$ cat config.mk
export PLATFORM = sky130hd
export DESIGN_NAME = game_sequencer_flat
export DESIGN_NICKNAME = d
export VERILOG_FILES = /design/src/rtl/game_sequencer_if.sv /design/src/rtl/game_sequencer.sv /design/src/flat_wrapper.sv
export SDC_FILE = /design/constraint.sdc
export NUM_CORES = 1
export LEC_CHECK = 0
export BUFFER_PORTS_ARGS = -buffer_cell sky130_fd_sc_hd__buf_2
export CAP_MARGIN = 20
export CORE_MARGIN = 5
export CORE_UTILIZATION = 34
export CTS_CLUSTER_SIZE = 30
export DETAILED_ROUTE_END_ITERATION = 10
export MAX_ROUTING_LAYER = met4
export SYNTH_ARGS = -nofsm -noshare
export SYNTH_HDL_FRONTEND = slang
export SYNTH_SLANG_ARGS = --single-unit
$ cat constraint.sdc
create_clock -name CLOCK50M -period 3.1 [get_ports CLOCK50M]
set_clock_uncertainty 0.05 [all_clocks]
set_input_delay 0.155 -clock CLOCK50M [delete_from_list [all_inputs] [get_ports CLOCK50M]]
set_output_delay 0.155 -clock CLOCK50M [all_outputs]
set_load 0.02 [all_outputs]
$ cat src/rtl/game_sequencer_if.sv
// rtl/game_sequencer_if.sv - control and score-calculator signals of the game sequencer
interface game_if;
    logic       start;
    logic       btn;
    logic       game_clk;
    logic [7:0] pattern;
    logic       write;
    logic       score_clear;
    logic [7:0] round;
    logic       active;
    logic       done;

    modport master (
        output start, btn,
        input  game_clk, pattern, write, score_clear, round, active, done
    );

    modport slave (
        input  start, btn,
        output game_clk, pattern, write, score_clear, round, active, done
    );
endinterface

$ cat src/rtl/game_sequencer.sv
// rtl/game_sequencer.sv - game pacing, pattern scheduling and button-to-write strobes
module game_sequencer #(
    parameter int unsigned TICK_CYCLES = 25_000_000,
    parameter int unsigned GAP_TICKS   = 3,
    parameter int unsigned ROUNDS      = 16,
    parameter int unsigned DRAIN_TICKS = 10,
    parameter logic [7:0]  LFSR_SEED   = 8'hA5
) (
    input  logic  CLOCK50M,
    input  logic  reset,
    game_if.slave bus
);
    localparam int TW = $clog2(TICK_CYCLES);
    localparam int GW = $clog2(GAP_TICKS + 2);
    localparam int DW = $clog2(DRAIN_TICKS + 2);
    localparam logic [TW-1:0] TICK_LAST  = TW'(TICK_CYCLES - 1);
    localparam logic [GW-1:0] GAP_LOAD   = GW'(GAP_TICKS);
    localparam logic [DW-1:0] DRAIN_LAST = DW'(DRAIN_TICKS);
    localparam logic [7:0]    LAST_ROUND = 8'(ROUNDS - 1);
    localparam logic [7:0]    SEED       = (LFSR_SEED == 8'h00) ? 8'h01 : LFSR_SEED;

    typedef enum logic [1:0] {IDLE, RUN, DRAIN, DONE} state_t;

    state_t          state, state_next;
    logic [TW-1:0]   tick_cnt;
    logic [GW-1:0]   gap_cnt;
    logic [DW-1:0]   drain_cnt;
    logic [7:0]      lfsr;
    logic [7:0]      round_q;
    logic [7:0]      pattern_q;
    logic            game_clk_q;
    logic            score_clear_q;
    logic            btn_s1, btn_s2, btn_s3;
    logic            pend;

    logic            counting, start_ok, tick_now, pattern_tick, drain_end;
    logic            btn_rise, write_now;
    logic [7:0]      lfsr_next;

    assign counting     = (state == RUN) || (state == DRAIN);
    assign start_ok     = bus.start && ((state == IDLE) || (state == DONE));
    assign tick_now     = counting && (tick_cnt == TICK_LAST);
    assign pattern_tick = (state == RUN) && tick_now && (gap_cnt == '0);
    // The tick that enters DRAIN is counted as number zero, so DONE follows the DRAIN_TICKS-th later tick.
    assign drain_end    = (state == DRAIN) && game_clk_q && (drain_cnt == DRAIN_LAST);
    assign btn_rise     = btn_s2 && !btn_s3;
    assign write_now    = pend && !game_clk_q;
    assign lfsr_next    = {lfsr[6:0], lfsr[7] ^ lfsr[5] ^ lfsr[4] ^ lfsr[3]};

    always_ff @(posedge CLOCK50M or posedge reset) begin
        if (reset) state <= IDLE;
        else       state <= state_next;
    end

    always_comb begin
        state_next = state;
        case (state)
            IDLE:    if (start_ok) state_next = RUN;
            RUN:     if (pattern_tick && (round_q == LAST_ROUND)) state_next = DRAIN;
            DRAIN:   if (drain_end) state_next = DONE;
            DONE:    if (start_ok) state_next = RUN;
            default: state_next = IDLE;
        endcase
    end

    always_ff @(posedge CLOCK50M or posedge reset) begin
        if (reset) begin
            tick_cnt      <= '0;
            gap_cnt       <= '0;
            drain_cnt     <= '0;
            lfsr          <= SEED;
            round_q       <= 8'h00;
            pattern_q     <= 8'h00;
            game_clk_q    <= 1'b0;
            score_clear_q <= 1'b0;
        end else begin
            score_clear_q <= start_ok;
            game_clk_q    <= tick_now;
            pattern_q     <= pattern_tick ? lfsr : 8'h00;
            if (start_ok) begin
                tick_cnt  <= '0;
                gap_cnt   <= '0;
                drain_cnt <= '0;
                lfsr      <= SEED;
                round_q   <= 8'h00;
            end else begin
                if (drain_end)     tick_cnt <= '0;
                else if (counting) tick_cnt <= tick_now ? '0 : tick_cnt + 1'b1;
                if (pattern_tick) begin
                    round_q <= round_q + 8'd1;
                    gap_cnt <= GAP_LOAD;
                    lfsr    <= lfsr_next;
                end else if ((state == RUN) && tick_now) begin
                    gap_cnt <= gap_cnt - 1'b1;
                end
                if ((state == DRAIN) && game_clk_q && !drain_end) drain_cnt <= drain_cnt + 1'b1;
            end
        end
    end

    // A pending press waits out a tick cycle; further edges while pending merge into it.
    always_ff @(posedge CLOCK50M or posedge reset) begin
        if (reset) begin
            btn_s1 <= 1'b0;
            btn_s2 <= 1'b0;
            btn_s3 <= 1'b0;
            pend   <= 1'b0;
        end else begin
            btn_s1 <= bus.btn;
            btn_s2 <= btn_s1;
            btn_s3 <= btn_s2;
            if (start_ok) pend <= 1'b0;
            else          pend <= (pend && !write_now) || (btn_rise && counting && !pend);
        end
    end

    assign bus.game_clk    = game_clk_q;
    assign bus.pattern     = pattern_q;
    assign bus.write       = write_now;
    assign bus.score_clear = score_clear_q;
    assign bus.round       = round_q;
    assign bus.active      = counting;
    assign bus.done        = (state == DONE);
endmodule

$ cat src/flat_wrapper.sv
// flat-port wrapper written by rule: the top's interface ports become plain ports
module game_sequencer_flat 
#(
    parameter int unsigned TICK_CYCLES = 25_000_000,
    parameter int unsigned GAP_TICKS   = 3,
    parameter int unsigned ROUNDS      = 16,
    parameter int unsigned DRAIN_TICKS = 10,
    parameter logic [7:0]  LFSR_SEED   = 8'hA5
)
  (CLOCK50M, reset, bus_start, bus_btn, bus_game_clk, bus_pattern, bus_write, bus_score_clear, bus_round, bus_active, bus_done);
  game_if bus_i ();
  input  logic CLOCK50M;
  input  logic reset;
  input wire logic [$bits(bus_i.start)-1:0] bus_start;
  input wire logic [$bits(bus_i.btn)-1:0] bus_btn;
  output wire logic [$bits(bus_i.game_clk)-1:0] bus_game_clk;
  output wire logic [$bits(bus_i.pattern)-1:0] bus_pattern;
  output wire logic [$bits(bus_i.write)-1:0] bus_write;
  output wire logic [$bits(bus_i.score_clear)-1:0] bus_score_clear;
  output wire logic [$bits(bus_i.round)-1:0] bus_round;
  output wire logic [$bits(bus_i.active)-1:0] bus_active;
  output wire logic [$bits(bus_i.done)-1:0] bus_done;
  assign bus_i.start = bus_start;
  assign bus_i.btn = bus_btn;
  assign bus_game_clk = bus_i.game_clk;
  assign bus_pattern = bus_i.pattern;
  assign bus_write = bus_i.write;
  assign bus_score_clear = bus_i.score_clear;
  assign bus_round = bus_i.round;
  assign bus_active = bus_i.active;
  assign bus_done = bus_i.done;
  game_sequencer #(.TICK_CYCLES(TICK_CYCLES), .GAP_TICKS(GAP_TICKS), .ROUNDS(ROUNDS), .DRAIN_TICKS(DRAIN_TICKS), .LFSR_SEED(LFSR_SEED)) u_core (.CLOCK50M(CLOCK50M), .reset(reset), .bus(bus_i));
endmodule
==> results of run 1 <==
-- per-stage QoR --
stage	cells	total power (uW)	utilization [%]	cell area (sq um)
after CTS	527	2450	39.8	4110
after detailed placement	508	1610	37.3	3850
after global placement	508	1590	37.3	3850
after global routing	527	2570	39.8	4110
final	527	2430	39.8	4110
after floorplan	357	1430	-	3580
-- cells in the mapped netlist, drive strengths merged, types with 7 or more instances --
cell type	instances
a211oi	19
a21oi	15
and2	12
and3	7
and4	10
buf	8
clkbuf	10
dfrtp	60
ha	10
inv	10
mux2i	8
nand2	19
nand2b	8
nand3	30
nand4	10
nor2	9
nor3	8
nor4	7
o21ai	19
o31ai	14
or3	7
or4	16
-- worst max-delay path, stage by stage (launching register included) --
cell,delay (ps)
sky130_fd_sc_hd__dfrtp_1,450
sky130_fd_sc_hd__inv_1,70
sky130_fd_sc_hd__ha_1,440
sky130_fd_sc_hd__nor2b_4,210
sky130_fd_sc_hd__o22a_4,320
sky130_fd_sc_hd__or4_1,520
sky130_fd_sc_hd__a211oi_1,270
-- area by class of cell --
class / instances / area, sq um / area share (%)
multi-input combinational: 264 / 1840 / 44.9
clock buffer: 9 / 124 / 3.02
clock inverter: 7 / 103 / 2.50
timing repair buffer: 36 / 218 / 5.30
inverter: 11 / 41.3 / 1.01
tap: 136 / 170 / 4.14
sequential: 64 / 1610 / 39.1
-- where the power goes --
group          internal, uW  switching [uW]
sequential              880            49.0
clock                   462             365
combinational           211             458
total                  1550             872
-- registers in the layout, indices dropped and copies added, names as in the netlist --
signal	cells
u_core.bus.score_clear	1
u_core.bus.pattern	8
u_core.btn_s1	1
u_core.drain_cnt	4
u_core.state	2
u_core.tick_cnt	25
u_core.pend	1
u_core.btn_s2	1
u_core.gap_cnt	3
u_core.lfsr	8
u_core.btn_s3	1
u_core.bus.round	8
u_core.bus.game_clk	1
-- cells by family after synthesis --
family / after synthesis / synth area share [%]
simple gates: 155 / 28.1
compound gates: 86 / 16.4
flops: 64 / 44.8
buf+inv: 29 / 3.73
fa+ha+maj: 10 / 3.49
mux: 8 / 2.23
xor+xnor: 5 / 1.22
-- final timing paths --
path,from,to
worst max-delay path,u_core.state[0]$_DFFE_PP0P_,u_core.tick_cnt[15]$_DFFE_PP0P_
worst min-delay path,u_core.btn_s1$_DFF_PP0_,u_core.btn_s2$_DFF_PP0_
worst max register to register,u_core.state[0]$_DFFE_PP0P_,u_core.tick_cnt[15]$_DFFE_PP0P_
worst min register to register,u_core.btn_s1$_DFF_PP0_,u_core.btn_s2$_DFF_PP0_
max in group asynchronous,reset,u_core.lfsr[2]$_DFFE_PP1P_
min in group asynchronous,reset,u_core.bus.pattern[0]$_DFF_PP0_
-- metal layers --
metal  wire (um)  vias up  share of wire (%)  global-route usage (%)
met5           0        -                  0                       -
met4         114        0                1.3                    4.65
met3         420        8                4.9                    4.15
met2        3790       61                 44                    21.2
met1        4200     1480                 49                    19.8
li1            -     1439                  -                       -
==> flow_summary.html, run 1 <==
<table>
<tr><th>Metric</th><th>Value</th></tr>
<tr><th colspan="2">Clock network</th></tr>
<tr><td>Resized cells post-CTS</td><td>0</td></tr>
<tr><td>Number of levels the H-tree was split into</td><td>3</td></tr>
<tr><td>CTS root buf</td><td>sky130_fd_sc_hd__clkbuf_8</td></tr>
<tr><td>Sink count of the clock tree</td><td>64</td></tr>
<tr><td>Clock tree from TritonCTS</td><td>done</td></tr>
<tr><td>Clock insertion delay at the later pin of the skew report</td><td>350 ps</td></tr>
<tr><td>Setup fix buffers added after clock tree synthesis</td><td>0</td></tr>
<tr><td>Largest buffer count on any clock path</td><td>2</td></tr>
<tr><td>Hold_buf cts</td><td>3</td></tr>
<tr><td>CTS clk-pin slew, worst paths</td><td>80 ps</td></tr>
<tr><td>CTS buffer count</td><td>9</td></tr>
<tr><th colspan="2">Synth</th></tr>
<tr><td>Mean cell area of the mapped netlist</td><td>10.0 sq um</td></tr>
<tr><td>Number of synthesized flops with an enable pin</td><td>0</td></tr>
<tr><td>Yosys warning count</td><td>0</td></tr>
<tr><td>Cell taking the most area after synthesis</td><td>sky130_fd_sc_hd__dfrtp_1</td></tr>
<tr><td>Synth Register Bits</td><td>64</td></tr>
<tr><td>Top cells by area in the synthesized netlist</td><td>sky130_fd_sc_hd__dfrtp_1, sky130_fd_sc_hd__nand3_1, sky130_fd_sc_hd__a211oi_1</td></tr>
<tr><td>Post-synth top area share</td><td>41.9%</td></tr>
<tr><td>Number of nets in the synthesized netlist</td><td>371</td></tr>
<tr><td>Mapped Area</td><td>3580 sq um</td></tr>
<tr><td>Sequential fraction of the synthesis area</td><td>44.8%</td></tr>
<tr><td>Distinct cell type count after synthesis</td><td>58</td></tr>
<tr><td>Most used flip-flop cell after synthesis</td><td>sky130_fd_sc_hd__dfrtp_1</td></tr>
<tr><td>Synth Instances</td><td>357</td></tr>
<tr><td>Proportion of synthesized flip-flops having asynchronous set or reset</td><td>100%</td></tr>
<tr><th colspan="2">STA</th></tr>
<tr><td>Sum Neg Setup Slack</td><td>0 ps</td></tr>
<tr><td>Shortest clock period the worst path allows after layout</td><td>2440 ps</td></tr>
<tr><td>Worst-Margin Slew</td><td>652 ps</td></tr>
<tr><td>Portion of the clock cycle consumed by the worst path in the final layout</td><td>78.6%</td></tr>
<tr><td>Relative slew margins</td><td>56.6%</td></tr>
<tr><td>Final hold violation count</td><td>0</td></tr>
<tr><td>Setup repair after global routing missed its margin</td><td>false</td></tr>
<tr><td>Number of failing setup endpoints in the final timing report</td><td>0</td></tr>
<tr><td>Worst-case setup margin in the final layout</td><td>663 ps</td></tr>
<tr><td>Max Slew Vio Count</td><td>0</td></tr>
<tr><td>Tightest hold margin</td><td>308 ps</td></tr>
<tr><td>Maximum frequency from static timing analysis</td><td>0.410 GHz</td></tr>
<tr><th colspan="2">Setup path</th></tr>
<tr><td>Depth of the most critical reg-to-reg path</td><td>6</td></tr>
<tr><td>Required time of the critical path</td><td>3300 ps</td></tr>
<tr><td>Signal arrival time at the worst endpoint</td><td>2640 ps</td></tr>
<tr><td>Critical path capture point type</td><td>flip-flop</td></tr>
<tr><td>Register-to-register setup slack</td><td>660 ps</td></tr>
<tr><td>Worst setup SP type</td><td>flip-flop</td></tr>
<tr><td>Category of the most critical setup path</td><td>flip-flop to flip-flop</td></tr>
<tr><td>Highest net fanout along the worst path</td><td>27</td></tr>
<tr><th colspan="2">Placement</th></tr>
<tr><td>Dpl hpwl</td><td>5.74 mm</td></tr>
<tr><td>Final RePlAce weighted congestion</td><td>0.769</td></tr>
<tr><td>Pre-CTS worst setup slack</td><td>701 ps</td></tr>
<tr><td>Count of buffers inserted at the top-level ports</td><td>24</td></tr>
<tr><th colspan="2">Layout</th></tr>
<tr><td>Commonest cells after routing, fill and taps aside</td><td>sky130_fd_sc_hd__dfrtp_1, sky130_fd_sc_hd__nand3_1, sky130_fd_sc_hd__buf_2, sky130_fd_sc_hd__nand2_1, sky130_fd_sc_hd__o21ai_0</td></tr>
<tr><td>Commonest non-fill, non-tap cell in the layout</td><td>sky130_fd_sc_hd__dfrtp_1</td></tr>
<tr><td>Net total in the final layout</td><td>400</td></tr>
<tr><td>Antenna cell count</td><td>0</td></tr>
<tr><td>Fraction of layout cells with a size suffix above 1</td><td>18.2%</td></tr>
<tr><td>Synthesis-to-finish area growth</td><td>14.6%</td></tr>
<tr><td>Fillers</td><td>1002</td></tr>
<tr><th colspan="2">Detailed routing</th></tr>
<tr><td>Average wire per cell in the routed design</td><td>16.2 um</td></tr>
<tr><td>Total wirelength of the detailed-routed design</td><td>8.52 mm</td></tr>
<tr><td>Post-route antenna net violation count</td><td>0</td></tr>
<tr><td>Count of vias placed by the detailed router</td><td>2988</td></tr>
<tr><td>Number of DRC markers in iteration 0</td><td>221</td></tr>
<tr><td>Vias per std cell</td><td>5.67</td></tr>
<tr><td>DRC violations left</td><td>0</td></tr>
<tr><td>DR pass1 iterations</td><td>4</td></tr>
<tr><th colspan="2">Floorplan</th></tr>
<tr><td>Row count</td><td>37</td></tr>
<tr><td>Die area</td><td>12700 sq um</td></tr>
<tr><td>Die span in y</td><td>113 um</td></tr>
<tr><td>Top Ports</td><td>25</td></tr>
<tr><td>Placeable core area</td><td>10300 sq um</td></tr>
<tr><td>Die span in x</td><td>113 um</td></tr>
<tr><td>Starting utilization of the core area</td><td>34.7%</td></tr>
<tr><th colspan="2">Power and ir drop</th></tr>
<tr><td>Static power due to leakage</td><td>0.00174 uW</td></tr>
<tr><td>Max VDD drop</td><td>0.206 mV</td></tr>
<tr><td>Total power per unit cell area</td><td>591 nW/um^2</td></tr>
<tr><th colspan="2">Run status</th></tr>
<tr><td>Outcome</td><td>completed</td></tr>
<tr><th colspan="2">Global routing</th></tr>
<tr><td>Via count of the first global-routing pass</td><td>2887</td></tr>
<tr><td>Overflow left after global routing</td><td>0</td></tr>
<tr><td>First-pass GRT wire length</td><td>14.8 mm</td></tr>
<tr><td>Initial antenna violation count</td><td>0</td></tr>
<tr><td>All-layer global routing usage</td><td>14.7%</td></tr>
<tr><td>Maximum number of pins on one net before global-route repair</td><td>34</td></tr>
<tr><th colspan="2">Min path</th></tr>
<tr><td>Hold Path Depth</td><td>0</td></tr>
<tr><td>Worst min-delay path category</td><td>flip-flop to flip-flop</td></tr>
<tr><th colspan="2">Job</th></tr>
<tr><td>Max capacitance violation total</td><td>0</td></tr>
</table>
Power figures use the tool's default switching activity.
==> inputs of run 2 (changes only) <==
--- a/config.mk
+++ b/config.mk
@@ -5,6 +5,7 @@
 export SDC_FILE = /design/constraint.sdc
 export NUM_CORES = 1
 export LEC_CHECK = 0
+export ABC_AREA = 1
 export BUFFER_PORTS_ARGS = -buffer_cell sky130_fd_sc_hd__buf_2
 export CAP_MARGIN = 20
 export CORE_MARGIN = 5
==> constraint.sdc (replaced) <==
create_clock -name CLOCK50M -period 2.2 [get_ports CLOCK50M]
set_clock_uncertainty 0.05 [all_clocks]
set_input_delay 0.11 -clock CLOCK50M [delete_from_list [all_inputs] [get_ports CLOCK50M]]
set_output_delay 0.11 -clock CLOCK50M [all_outputs]
set_load 0.02 [all_outputs]
==> run 2 against run 1 <==
Against the previous run: power is 48% higher; register-to-register slack worse by 430 ps; synthesized cell count increased by 11%; sequential share of layout area up 2.1 points; worst hold slack got worse by 230 ps; critical path depth grew 6; critical endpoint is now u_core.lfsr[6]$_DFFE_PP0P_; largest cell class is now registers; highest routed layer unchanged.
==> flow_summary.html, run 2 <==
<table>
<tr><th>Metric</th><th>Value</th></tr>
<tr><th colspan="2">Layout</th></tr>
<tr><td>Seq. cell area</td><td>1610 sq um (unchanged)</td></tr>
<tr><td>Fillers</td><td>1027 (+2.5%)</td></tr>
<tr><td>Core Util, Final</td><td>40.1% (+0.31 points)</td></tr>
<tr><td>Antenna cell count</td><td>0 (unchanged)</td></tr>
<tr><td>Number of flip-flops under the largest register name</td><td>25 (unchanged)</td></tr>
<tr><td>Register with the most flip-flops</td><td>u_core.tick_cnt</td></tr>
<tr><td>Synthesis-to-finish area growth</td><td>15.9%</td></tr>
<tr><td>Fraction of layout cells with a size suffix above 1</td><td>20.7% (+2.5 points)</td></tr>
<tr><td>Final non-filler cell total</td><td>573 (+8.7%)</td></tr>
<tr><td>Multi-input gate area</td><td>1530 sq um (-17%)</td></tr>
<tr><td>Commonest cells after routing, fill and taps aside</td><td>sky130_fd_sc_hd__nand2_1, sky130_fd_sc_hd__dfrtp_1, sky130_fd_sc_hd__nor2_1, sky130_fd_sc_hd__inv_1, sky130_fd_sc_hd__nand3_1</td></tr>
<tr><td>Commonest non-fill, non-tap cell in the layout</td><td>sky130_fd_sc_hd__nand2_1</td></tr>
<tr><td>Net total in the final layout</td><td>449 (+12%)</td></tr>
<tr><th colspan="2">Synth</th></tr>
<tr><td>Commonest cells in the netlist</td><td>sky130_fd_sc_hd__nand2_1, sky130_fd_sc_hd__dfrtp_1, sky130_fd_sc_hd__nor2_1</td></tr>
<tr><td>Top cells by area in the synthesized netlist</td><td>sky130_fd_sc_hd__dfrtp_1, sky130_fd_sc_hd__nand2_1, sky130_fd_sc_hd__nor2_1</td></tr>
<tr><td>Area fraction in compound gates after synthesis</td><td>5.50% (-11 points)</td></tr>
<tr><td>Yosys warning count</td><td>0 (unchanged)</td></tr>
<tr><td>Distinct cell type count after synthesis</td><td>34 (-41%)</td></tr>
<tr><td>Number of synthesized flops with an enable pin</td><td>0 (unchanged)</td></tr>
<tr><td>Xor and xnor area share after synthesis</td><td>5.21% (+4.0 points)</td></tr>
<tr><td>Synth Instances</td><td>398 (+11%)</td></tr>
<tr><td>Synth Area in Simple Gates</td><td>30.5% (+2.5 points)</td></tr>
<tr><td>Cell taking the most area after synthesis</td><td>sky130_fd_sc_hd__dfrtp_1</td></tr>
<tr><td>Post-synth top area share</td><td>44.6% (+2.7 points)</td></tr>
<tr><td>Number of nets in the synthesized netlist</td><td>412 (+11%)</td></tr>
<tr><td>Dominant combinational cell family by area after synthesis</td><td>simple AND/OR/NAND/NOR gates</td></tr>
<tr><td>Mapped Area</td><td>3360 sq um (-6.1%)</td></tr>
<tr><td>Synth Register Bits</td><td>64 (unchanged)</td></tr>
<tr><td>Sequential fraction of the synthesis area</td><td>47.8% (+2.9 points)</td></tr>
<tr><td>Mean cell area of the mapped netlist</td><td>8.45 sq um (-16%)</td></tr>
<tr><td>Proportion of synthesized flip-flops having asynchronous set or reset</td><td>100% (unchanged)</td></tr>
<tr><td>Most used standard cell by instance count after synthesis</td><td>sky130_fd_sc_hd__nand2_1</td></tr>
<tr><td>Adder-cell share of the synthesized area</td><td>3.72% (+0.23 points)</td></tr>
<tr><td>Multiplexer fraction of the synthesized cell area</td><td>0% (-2.2 points)</td></tr>
<tr><td>Most used flip-flop cell after synthesis</td><td>sky130_fd_sc_hd__dfrtp_1</td></tr>
<tr><th colspan="2">Power and ir drop</th></tr>
<tr><td>Part of the power in registers</td><td>38.9% (+0.6 points)</td></tr>
<tr><td>Cell Int Power</td><td>2240 uW (+44%)</td></tr>
<tr><td>Static power due to leakage</td><td>0.00192 uW (+10%)</td></tr>
<tr><td>Clock power frac</td><td>28.2% (-5.9 points)</td></tr>
<tr><td>Gate power share</td><td>32.9% (+5.3 points)</td></tr>
<tr><td>Switching power total</td><td>1360 uW (+56%)</td></tr>
<tr><td>Max VDD drop</td><td>0.490 mV (+140%)</td></tr>
<tr><td>Fraction of power spent switching nets</td><td>37.8% (+1.8 points)</td></tr>
<tr><td>Total power per unit cell area</td><td>923 nW/um^2 (+56%)</td></tr>
<tr><th colspan="2">STA</th></tr>
<tr><td>Maximum frequency from static timing analysis</td><td>0.508 GHz (+24%)</td></tr>
<tr><td>Final hold violation count</td><td>0 (unchanged)</td></tr>
<tr><td>Worst-case setup margin in the final layout</td><td>232 ps (-431 ps)</td></tr>
<tr><td>Number of failing setup endpoints in the final timing report</td><td>0 (unchanged)</td></tr>
<tr><td>Sum Neg Setup Slack</td><td>0 ps (unchanged)</td></tr>
<tr><td>Worst-Margin Slew</td><td>401 ps (-251 ps)</td></tr>
<tr><td>Setup repair after global routing missed its margin</td><td>false</td></tr>
<tr><td>Portion of the clock cycle consumed by the worst path in the final layout</td><td>89.4% (+11 points)</td></tr>
<tr><td>Relative slew margins</td><td>73.1% (+17 points)</td></tr>
<tr><td>Max Slew Vio Count</td><td>0 (unchanged)</td></tr>
<tr><td>Shortest clock period the worst path allows after layout</td><td>1970 ps (-469 ps)</td></tr>
<tr><th colspan="2">Setup path</th></tr>
<tr><td>Cells traversed along the worst timing path</td><td>inv_1 &gt; ha_4 &gt; inv_2 &gt; nand2_1 &gt; nor2_2 &gt; nand3_4 &gt; nor2_8 &gt; nand2_4 &gt; nor2_8 &gt; inv_4 &gt; nand2_4 &gt; o21ai_1</td></tr>
<tr><td>Reg-to-reg startpoint</td><td>u_core.state[0]$_DFFE_PP0P_</td></tr>
<tr><td>Max stage delay on crit path</td><td>380 ps (-140 ps)</td></tr>
<tr><td>Critical path buffer and inverter count</td><td>3 (+2)</td></tr>
<tr><td>Highest net fanout along the worst path</td><td>17 (-37%)</td></tr>
<tr><td>Worst setup SP type</td><td>flip-flop</td></tr>
<tr><td>Signal arrival time at the worst endpoint</td><td>2140 ps (-500 ps)</td></tr>
<tr><td>Critical Path Source</td><td>u_core.state[0]$_DFFE_PP0P_</td></tr>
<tr><td>Category of the most critical setup path</td><td>flip-flop to flip-flop</td></tr>
<tr><td>R2R Path End</td><td>u_core.lfsr[6]$_DFFE_PP0P_</td></tr>
<tr><td>Slowest stage cell, crit path</td><td>sky130_fd_sc_hd__dfrtp_1</td></tr>
<tr><td>Critical path capture point type</td><td>flip-flop</td></tr>
<tr><td>Register-to-register setup slack</td><td>230 ps (-430 ps)</td></tr>
<tr><td>Required time of the critical path</td><td>2370 ps (-930 ps)</td></tr>
<tr><td>Kind of cell with the highest combined delay on the critical path</td><td>simple AND/OR/NAND/NOR gates</td></tr>
<tr><td>Depth of the most critical reg-to-reg path</td><td>12 (+6)</td></tr>
<tr><th colspan="2">Clock network</th></tr>
<tr><td>Clock tree from TritonCTS</td><td>done</td></tr>
<tr><td>Clock insertion delay at the later pin of the skew report</td><td>340 ps (about the same)</td></tr>
<tr><td>Number of levels the H-tree was split into</td><td>3 (unchanged)</td></tr>
<tr><td>Largest buffer count on any clock path</td><td>2 (unchanged)</td></tr>
<tr><td>Setup fix buffers added after clock tree synthesis</td><td>0 (unchanged)</td></tr>
<tr><td>CTS root buf</td><td>sky130_fd_sc_hd__clkbuf_8</td></tr>
<tr><td>Sink count of the clock tree</td><td>64 (unchanged)</td></tr>
<tr><td>CTS clk-pin slew, worst paths</td><td>70 ps (about the same)</td></tr>
<tr><td>CTS buffer count</td><td>9 (unchanged)</td></tr>
<tr><th colspan="2">Detailed routing</th></tr>
<tr><td>Post-route antenna net violation count</td><td>0 (unchanged)</td></tr>
<tr><td>DR pass1 iterations</td><td>4 (unchanged)</td></tr>
<tr><td>Average wire per cell in the routed design</td><td>12.2 um (-25%)</td></tr>
<tr><td>Vias per std cell</td><td>4.63 (-18%)</td></tr>
<tr><td>Total wirelength of the detailed-routed design</td><td>6.97 mm (-18%)</td></tr>
<tr><td>Count of vias placed by the detailed router</td><td>2651 (-11%)</td></tr>
<tr><td>Number of DRC markers in iteration 0</td><td>103 (-53%)</td></tr>
<tr><td>DRC violations left</td><td>0 (unchanged)</td></tr>
<tr><th colspan="2">Min path</th></tr>
<tr><td>Worst min-delay path category</td><td>input pin to flip-flop</td></tr>
<tr><td>Hold Path Depth</td><td>3 (+3)</td></tr>
<tr><td>Launch instance of the worst min-delay path</td><td>bus_start</td></tr>
<tr><td>Capture endpoint of the worst hold path</td><td>u_core.bus.score_clear$_DFF_PP0_</td></tr>
<tr><th colspan="2">Global routing</th></tr>
<tr><td>Via count of the first global-routing pass</td><td>2766 (-4.2%)</td></tr>
<tr><td>Maximum number of pins on one net before global-route repair</td><td>65 (+91%)</td></tr>
<tr><td>All-layer global routing usage</td><td>13.6% (-1.0 points)</td></tr>
<tr><td>Overflow left after global routing</td><td>0 (unchanged)</td></tr>
<tr><td>First-pass GRT wire length</td><td>12.7 mm (-14%)</td></tr>
<tr><td>Initial antenna violation count</td><td>0 (unchanged)</td></tr>
<tr><th colspan="2">Floorplan</th></tr>
<tr><td>Placeable core area</td><td>9730 sq um (-5.8%)</td></tr>
<tr><td>Die span in y</td><td>109 um (-2.8%)</td></tr>
<tr><td>Die area</td><td>12000 sq um (-5.6%)</td></tr>
<tr><td>Die span in x</td><td>109 um (-2.8%)</td></tr>
<tr><td>Top Ports</td><td>25 (unchanged)</td></tr>
<tr><td>Starting utilization of the core area</td><td>34.6% (-0.14 points)</td></tr>
<tr><td>Row count</td><td>36 (-2.7%)</td></tr>
<tr><th colspan="2">Placement</th></tr>
<tr><td>Count of buffers inserted at the top-level ports</td><td>24 (unchanged)</td></tr>
<tr><td>Placed Cells incl. Taps</td><td>555 (+9.3%)</td></tr>
<tr><td>Dpl hpwl</td><td>4.92 mm (-14%)</td></tr>
<tr><td>Pre-CTS worst setup slack</td><td>164 ps (-538 ps)</td></tr>
<tr><td>Final RePlAce weighted congestion</td><td>0.832 (+8.3%)</td></tr>
<tr><th colspan="2">Run status</th></tr>
<tr><td>Outcome</td><td>completed</td></tr>
<tr><th colspan="2">Job</th></tr>
<tr><td>Max capacitance violation total</td><td>0 (unchanged)</td></tr>
</table>
[run 2: changes by cell type in the layout (fill, tap and decap cells not counted), moves of 8 or more]
cell / delta
sky130_fd_sc_hd__nor2_2: +13
sky130_fd_sc_hd__inv_1: +33
sky130_fd_sc_hd__mux2i_1: -8
sky130_fd_sc_hd__a211oi_1: -16
sky130_fd_sc_hd__nand2b_1: -8
sky130_fd_sc_hd__and2_1: -12
sky130_fd_sc_hd__xor2_1: +9
sky130_fd_sc_hd__and4_1: -9
sky130_fd_sc_hd__nor2_1: +48
sky130_fd_sc_hd__or4_1: -14
sky130_fd_sc_hd__o31ai_1: -14
sky130_fd_sc_hd__nand2_1: +56
[run 2: what timing repair did]
action	4_1_cts	5_1_grt
gates resized for setup	0	3
hold buffers	2	0
endpoints found under the hold margin	61	0
endpoints found under the setup margin	0	10
[run 2: through the flow]
stage,total power [uW],area [sq um],hold WS (ps)
4_1_cts,3610,3880,57.7
6_report,3600,3900,76.7
3_3_place_gp,2560,3660,158
3_5_place_dp,2570,3660,163
2_1_floorplan,2220,3360,91.4
5_1_grt,3890,3900,70.5
[run 2: cells by family after synthesis]
kind of cell,Yosys count
simple gates,212
flops,64
buf+inv,58
compound gates,34
xor+xnor,20
fa+ha+maj,10
[run 2: how the worst max path moves through the flow]
stage	endpoint	slack [ps]	depth (start not counted)
finish	u_core.lfsr[6]$_DFFE_PP0P_	230	12
global route	u_core.tick_cnt[13]$_DFFE_PP0P_	40	11
CTS	u_core.lfsr[6]$_DFFE_PP0P_	150	11
detailed placement	u_core.lfsr[4]$_DFFE_PP0P_	160	11
global placement	u_core.lfsr[0]$_DFFE_PP1P_	210	11
floorplan	u_core.bus.round[2]$_DFFE_PP0P_	160	13
[run 2: layer usage]
metal | GRT usage, % | vias up | share of wire, %
met1 | 17.1 | 1273 | 48
met3 | 3.17 | 5 | 2.6
met4 | 4.54 | 0 | 1.2
li1 | - | 1343 | -
met2 | 21.8 | 30 | 48
met5 | - | - | 0
[run 2: worst min-delay path: cells and delay by family]
family	cells	cell delay, ps
buf+inv	2	210
simple gates	1	60
[run 2: cell type report]
type / count / area share (%)
sequential: 64 / 41.2
clock inverter: 5 / 1.44
clock buffer: 11 / 3.63
tap: 133 / 4.27
timing repair buffer: 33 / 5.26
multi-input combinational: 276 / 39.2
inverter: 51 / 4.97
[run 2: power groups by stage]
stage	combinational, uW	clock, uW	sequential [uW]
after floorplan	771	0	1450
after global placement	1140	0	1410
after detailed placement	1160	0	1420
after CTS	1160	1050	1390
after global routing	1360	1110	1420
final	1180	1020	1400
==> inputs of run 3 (changes only) <==
--- a/config.mk
+++ b/config.mk
@@ -13,6 +13,7 @@
 export CTS_CLUSTER_SIZE = 30
 export DETAILED_ROUTE_END_ITERATION = 10
 export MAX_ROUTING_LAYER = met4
+export REMOVE_ABC_BUFFERS = 1
 export SYNTH_ARGS = -nofsm -noshare
 export SYNTH_HDL_FRONTEND = slang
 export SYNTH_SLANG_ARGS = --single-unit
==> run 3 against run 2 <==
Against the previous run: via count shrank 1.2%; die area is the same; maximum frequency shrank 0.38%; clock power grew 24%; setup slack lost 7.6 ps; utilization grew 0.51 points; sequential share of layout area shrank 0.52 points; count of clock-buffer cells in the layout is the same; largest power group unchanged; non-clock buffer count shrank 1; global-route usage grew 0.22 points; largest cell class unchanged.
==> flow_summary.html, run 3 (synthesized netlist as in run 2, its figures left out) <==
<table>
<tr><th>Metric</th><th>Value</th></tr>
<tr><th colspan="2">Detailed routing</th></tr>
<tr><td>Post-route antenna net violation count</td><td>0 (unchanged)</td></tr>
<tr><td>Average wire per cell in the routed design</td><td>12.3 um (+0.88%)</td></tr>
<tr><td>Vias per std cell</td><td>4.58 (-1.0%)</td></tr>
<tr><td>DR pass1 iterations</td><td>4 (unchanged)</td></tr>
<tr><td>DRC violations left</td><td>0 (unchanged)</td></tr>
<tr><td>Number of DRC markers in iteration 0</td><td>45 (-56%)</td></tr>
<tr><td>Count of vias placed by the detailed router</td><td>2620 (-1.2%)</td></tr>
<tr><td>Total wirelength of the detailed-routed design</td><td>7.02 mm (+0.70%)</td></tr>
<tr><th colspan="2">Power and ir drop</th></tr>
<tr><td>Total power per unit cell area</td><td>973 nW/um^2 (+5.5%)</td></tr>
<tr><td>Total power of the final layout</td><td>3840 uW (+6.8%)</td></tr>
<tr><td>Static power due to leakage</td><td>0.00193 uW (+0.71%)</td></tr>
<tr><td>Max VDD drop</td><td>0.506 mV (+3.3%)</td></tr>
<tr><th colspan="2">Floorplan</th></tr>
<tr><td>Die area</td><td>12000 sq um (unchanged)</td></tr>
<tr><td>Die span in x</td><td>109 um (unchanged)</td></tr>
<tr><td>Starting utilization of the core area</td><td>34.6% (unchanged)</td></tr>
<tr><td>Row count</td><td>36 (unchanged)</td></tr>
<tr><td>Die span in y</td><td>109 um (unchanged)</td></tr>
<tr><td>Top Ports</td><td>25 (unchanged)</td></tr>
<tr><td>Placeable core area</td><td>9730 sq um (unchanged)</td></tr>
<tr><th colspan="2">Setup path</th></tr>
<tr><td>Max stage delay on crit path</td><td>440 ps (+60 ps)</td></tr>
<tr><td>Highest net fanout along the worst path</td><td>17 (unchanged)</td></tr>
<tr><td>Category of the most critical setup path</td><td>flip-flop to flip-flop</td></tr>
<tr><td>Kind of cell with the highest combined delay on the critical path</td><td>simple AND/OR/NAND/NOR gates</td></tr>
<tr><td>Cells traversed along the worst timing path</td><td>ha_4 &gt; inv_2 &gt; nand2_1 &gt; nor2_2 &gt; nand3_4 &gt; nor2_8 &gt; nand2_4 &gt; nor2_8 &gt; inv_4 &gt; nand2_8 &gt; o21ai_1</td></tr>
<tr><td>Worst setup SP type</td><td>flip-flop</td></tr>
<tr><td>Signal arrival time at the worst endpoint</td><td>2160 ps (+20 ps)</td></tr>
<tr><td>Required time of the critical path</td><td>2380 ps (about the same)</td></tr>
<tr><td>Worst path most repeated cell</td><td>sky130_fd_sc_hd__nor2_8</td></tr>
<tr><td>Critical path capture point type</td><td>flip-flop</td></tr>
<tr><td>Slowest stage cell, crit path</td><td>sky130_fd_sc_hd__dfrtp_1</td></tr>
<tr><td>Critical path buffer and inverter count</td><td>2 (-1)</td></tr>
<tr><th colspan="2">Global routing</th></tr>
<tr><td>Maximum number of pins on one net before global-route repair</td><td>65 (unchanged)</td></tr>
<tr><td>First-pass GRT wire length</td><td>12.8 mm (+0.77%)</td></tr>
<tr><td>All-layer global routing usage</td><td>13.9% (+0.22 points)</td></tr>
<tr><td>Overflow left after global routing</td><td>0 (unchanged)</td></tr>
<tr><td>Initial antenna violation count</td><td>0 (unchanged)</td></tr>
<tr><td>Via count of the first global-routing pass</td><td>2676 (-3.3%)</td></tr>
<tr><th colspan="2">Clock network</th></tr>
<tr><td>Sink count of the clock tree</td><td>64 (unchanged)</td></tr>
<tr><td>CTS root buf</td><td>sky130_fd_sc_hd__clkbuf_8</td></tr>
<tr><td>Largest buffer count on any clock path</td><td>2 (unchanged)</td></tr>
<tr><td>CTS buffer count</td><td>9 (unchanged)</td></tr>
<tr><td>CTS clk-pin slew, worst paths</td><td>80 ps (about the same)</td></tr>
<tr><td>Number of levels the H-tree was split into</td><td>3 (unchanged)</td></tr>
<tr><td>Setup fix buffers added after clock tree synthesis</td><td>0 (unchanged)</td></tr>
<tr><td>Clock tree from TritonCTS</td><td>done</td></tr>
<tr><td>Clock insertion delay at the later pin of the skew report</td><td>340 ps (about the same)</td></tr>
<tr><th colspan="2">Layout</th></tr>
<tr><td>Synthesis-to-finish area growth</td><td>17.4%</td></tr>
<tr><td>Final non-filler cell total</td><td>572 (-0.17%)</td></tr>
<tr><td>Fraction of layout cells with a size suffix above 1</td><td>20.5% (-0.18 points)</td></tr>
<tr><td>Seq. cell area</td><td>1610 sq um (unchanged)</td></tr>
<tr><td>Commonest non-fill, non-tap cell in the layout</td><td>sky130_fd_sc_hd__nand2_1</td></tr>
<tr><td>Commonest cells after routing, fill and taps aside</td><td>sky130_fd_sc_hd__nand2_1, sky130_fd_sc_hd__dfrtp_1, sky130_fd_sc_hd__nor2_1, sky130_fd_sc_hd__inv_1, sky130_fd_sc_hd__nand3_1</td></tr>
<tr><td>Post-route cell area</td><td>3950 sq um (+1.3%)</td></tr>
<tr><td>Fillers</td><td>1013 (-1.4%)</td></tr>
<tr><td>Register with the most flip-flops</td><td>u_core.tick_cnt</td></tr>
<tr><td>Antenna cell count</td><td>0 (unchanged)</td></tr>
<tr><td>Number of flip-flops under the largest register name</td><td>25 (unchanged)</td></tr>
<tr><td>Net total in the final layout</td><td>448 (-0.22%)</td></tr>
<tr><td>Multi-input gate area</td><td>1540 sq um (+0.57%)</td></tr>
<tr><th colspan="2">Run status</th></tr>
<tr><td>Outcome</td><td>completed</td></tr>
<tr><th colspan="2">STA</th></tr>
<tr><td>Maximum frequency from static timing analysis</td><td>0.506 GHz (-0.38%)</td></tr>
<tr><td>Worst-Margin Slew</td><td>438 ps (+37.3 ps)</td></tr>
<tr><td>Max Slew Vio Count</td><td>0 (unchanged)</td></tr>
<tr><td>Number of failing setup endpoints in the final timing report</td><td>0 (unchanged)</td></tr>
<tr><td>Final hold violation count</td><td>0 (unchanged)</td></tr>
<tr><td>Tightest hold margin</td><td>72.4 ps (-4.30 ps)</td></tr>
<tr><td>Relative slew margins</td><td>70.6% (-2.5 points)</td></tr>
<tr><td>Sum Neg Setup Slack</td><td>0 ps (unchanged)</td></tr>
<tr><td>Portion of the clock cycle consumed by the worst path in the final layout</td><td>89.8% (+0.35 points)</td></tr>
<tr><td>Shortest clock period the worst path allows after layout</td><td>1980 ps (+7.60 ps)</td></tr>
<tr><td>Setup repair after global routing missed its margin</td><td>false</td></tr>
<tr><th colspan="2">Placement</th></tr>
<tr><td>Dpl hpwl</td><td>4.94 mm (+0.24%)</td></tr>
<tr><td>Count of buffers inserted at the top-level ports</td><td>24 (unchanged)</td></tr>
<tr><td>Final RePlAce weighted congestion</td><td>0.828 (-0.52%)</td></tr>
<tr><td>Placed Cells incl. Taps</td><td>554 (-0.18%)</td></tr>
<tr><td>Post-placement cell area</td><td>3660 sq um (-0.20%)</td></tr>
<tr><th colspan="2">Min path</th></tr>
<tr><td>Worst min-delay path category</td><td>input pin to flip-flop</td></tr>
<tr><th colspan="2">Job</th></tr>
<tr><td>Max capacitance violation total</td><td>0 (unchanged)</td></tr>
</table>
-- run 3: cell types whose count changed in the layout (fill, tap and decap cells not counted), sizes merged --
cell      before  now
bufinv         1    3
clkinv         4    1
clkinvlp       1    2
buf           31   30
-- run 3: area by class of cell --
type                       instances  share of cell area [%]
sequential                        64                    40.7
multi-input combinational        276                    39.0
timing repair buffer              32                    5.00
inverter                          51                    4.91
tap                              133                    4.21
clock buffer                      11                    3.58
clock inverter                     5                    2.66
-- run 3: tightest hold or removal path, stage by stage --
cell and delay (ps):
sky130_fd_sc_hd__buf_2 120, sky130_fd_sc_hd__nand2_2 70, sky130_fd_sc_hd__inv_2 100
-- run 3: path summary, 6_finish.rpt --
check,start,endpoint,slack (ps),cells after the start
max,u_core.state[1]$_DFFE_PP0P_,u_core.lfsr[1]$_DFFE_PP0P_,220,11
min,bus_start,u_core.bus.score_clear$_DFF_PP0_,70,3
max reg2reg,u_core.state[1]$_DFFE_PP0P_,u_core.lfsr[1]$_DFFE_PP0P_,220,11
min reg2reg,u_core.btn_s1$_DFF_PP0_,u_core.btn_s2$_DFF_PP0_,310,0
max in group asynchronous,reset,u_core.lfsr[7]$_DFFE_PP1P_,1450,4
min in group asynchronous,reset,u_core.tick_cnt[20]$_DFFE_PP0P_,320,4
-- run 3: through the flow --
stage | setup WS, ps | utilization, %
after global routing | 62.7 | 40.6
after detailed placement | 99.5 | 37.6
after global placement | 180 | 37.6
final | 225 | 40.6
after CTS | 98.8 | 40.3
after floorplan | 111 | -
-- run 3: power by group --
group / switching (uW) / internal, uW / leakage [uW]
sequential: 108 / 1300 / 0.000861
combinational: 797 / 381 / 0.000954
clock: 474 / 784 / 0.000116
total: 1380 / 2470 / 0.00193
-- run 3: routing by layer --
| layer | global-route usage, % | vias up | wire length [um] |
|---|---|---|---|
| met3 | 4.52 | 8 | 268 |
| met2 | 21.6 | 37 | 3340 |
| met5 | - | - | 0 |
| met4 | 4.10 | 0 | 62 |
| li1 | - | 1329 | - |
| met1 | 17.2 | 1246 | 3340 |
-- run 3: what timing repair did --
| item | 4_1_cts | 5_1_grt |
|---|---|---|
| hold buffers | 2 | 0 |
| endpoints found under the hold margin | 61 | 0 |
| setup endpoints to repair | 0 | 14 |
| gates resized for setup | 0 | 4 |
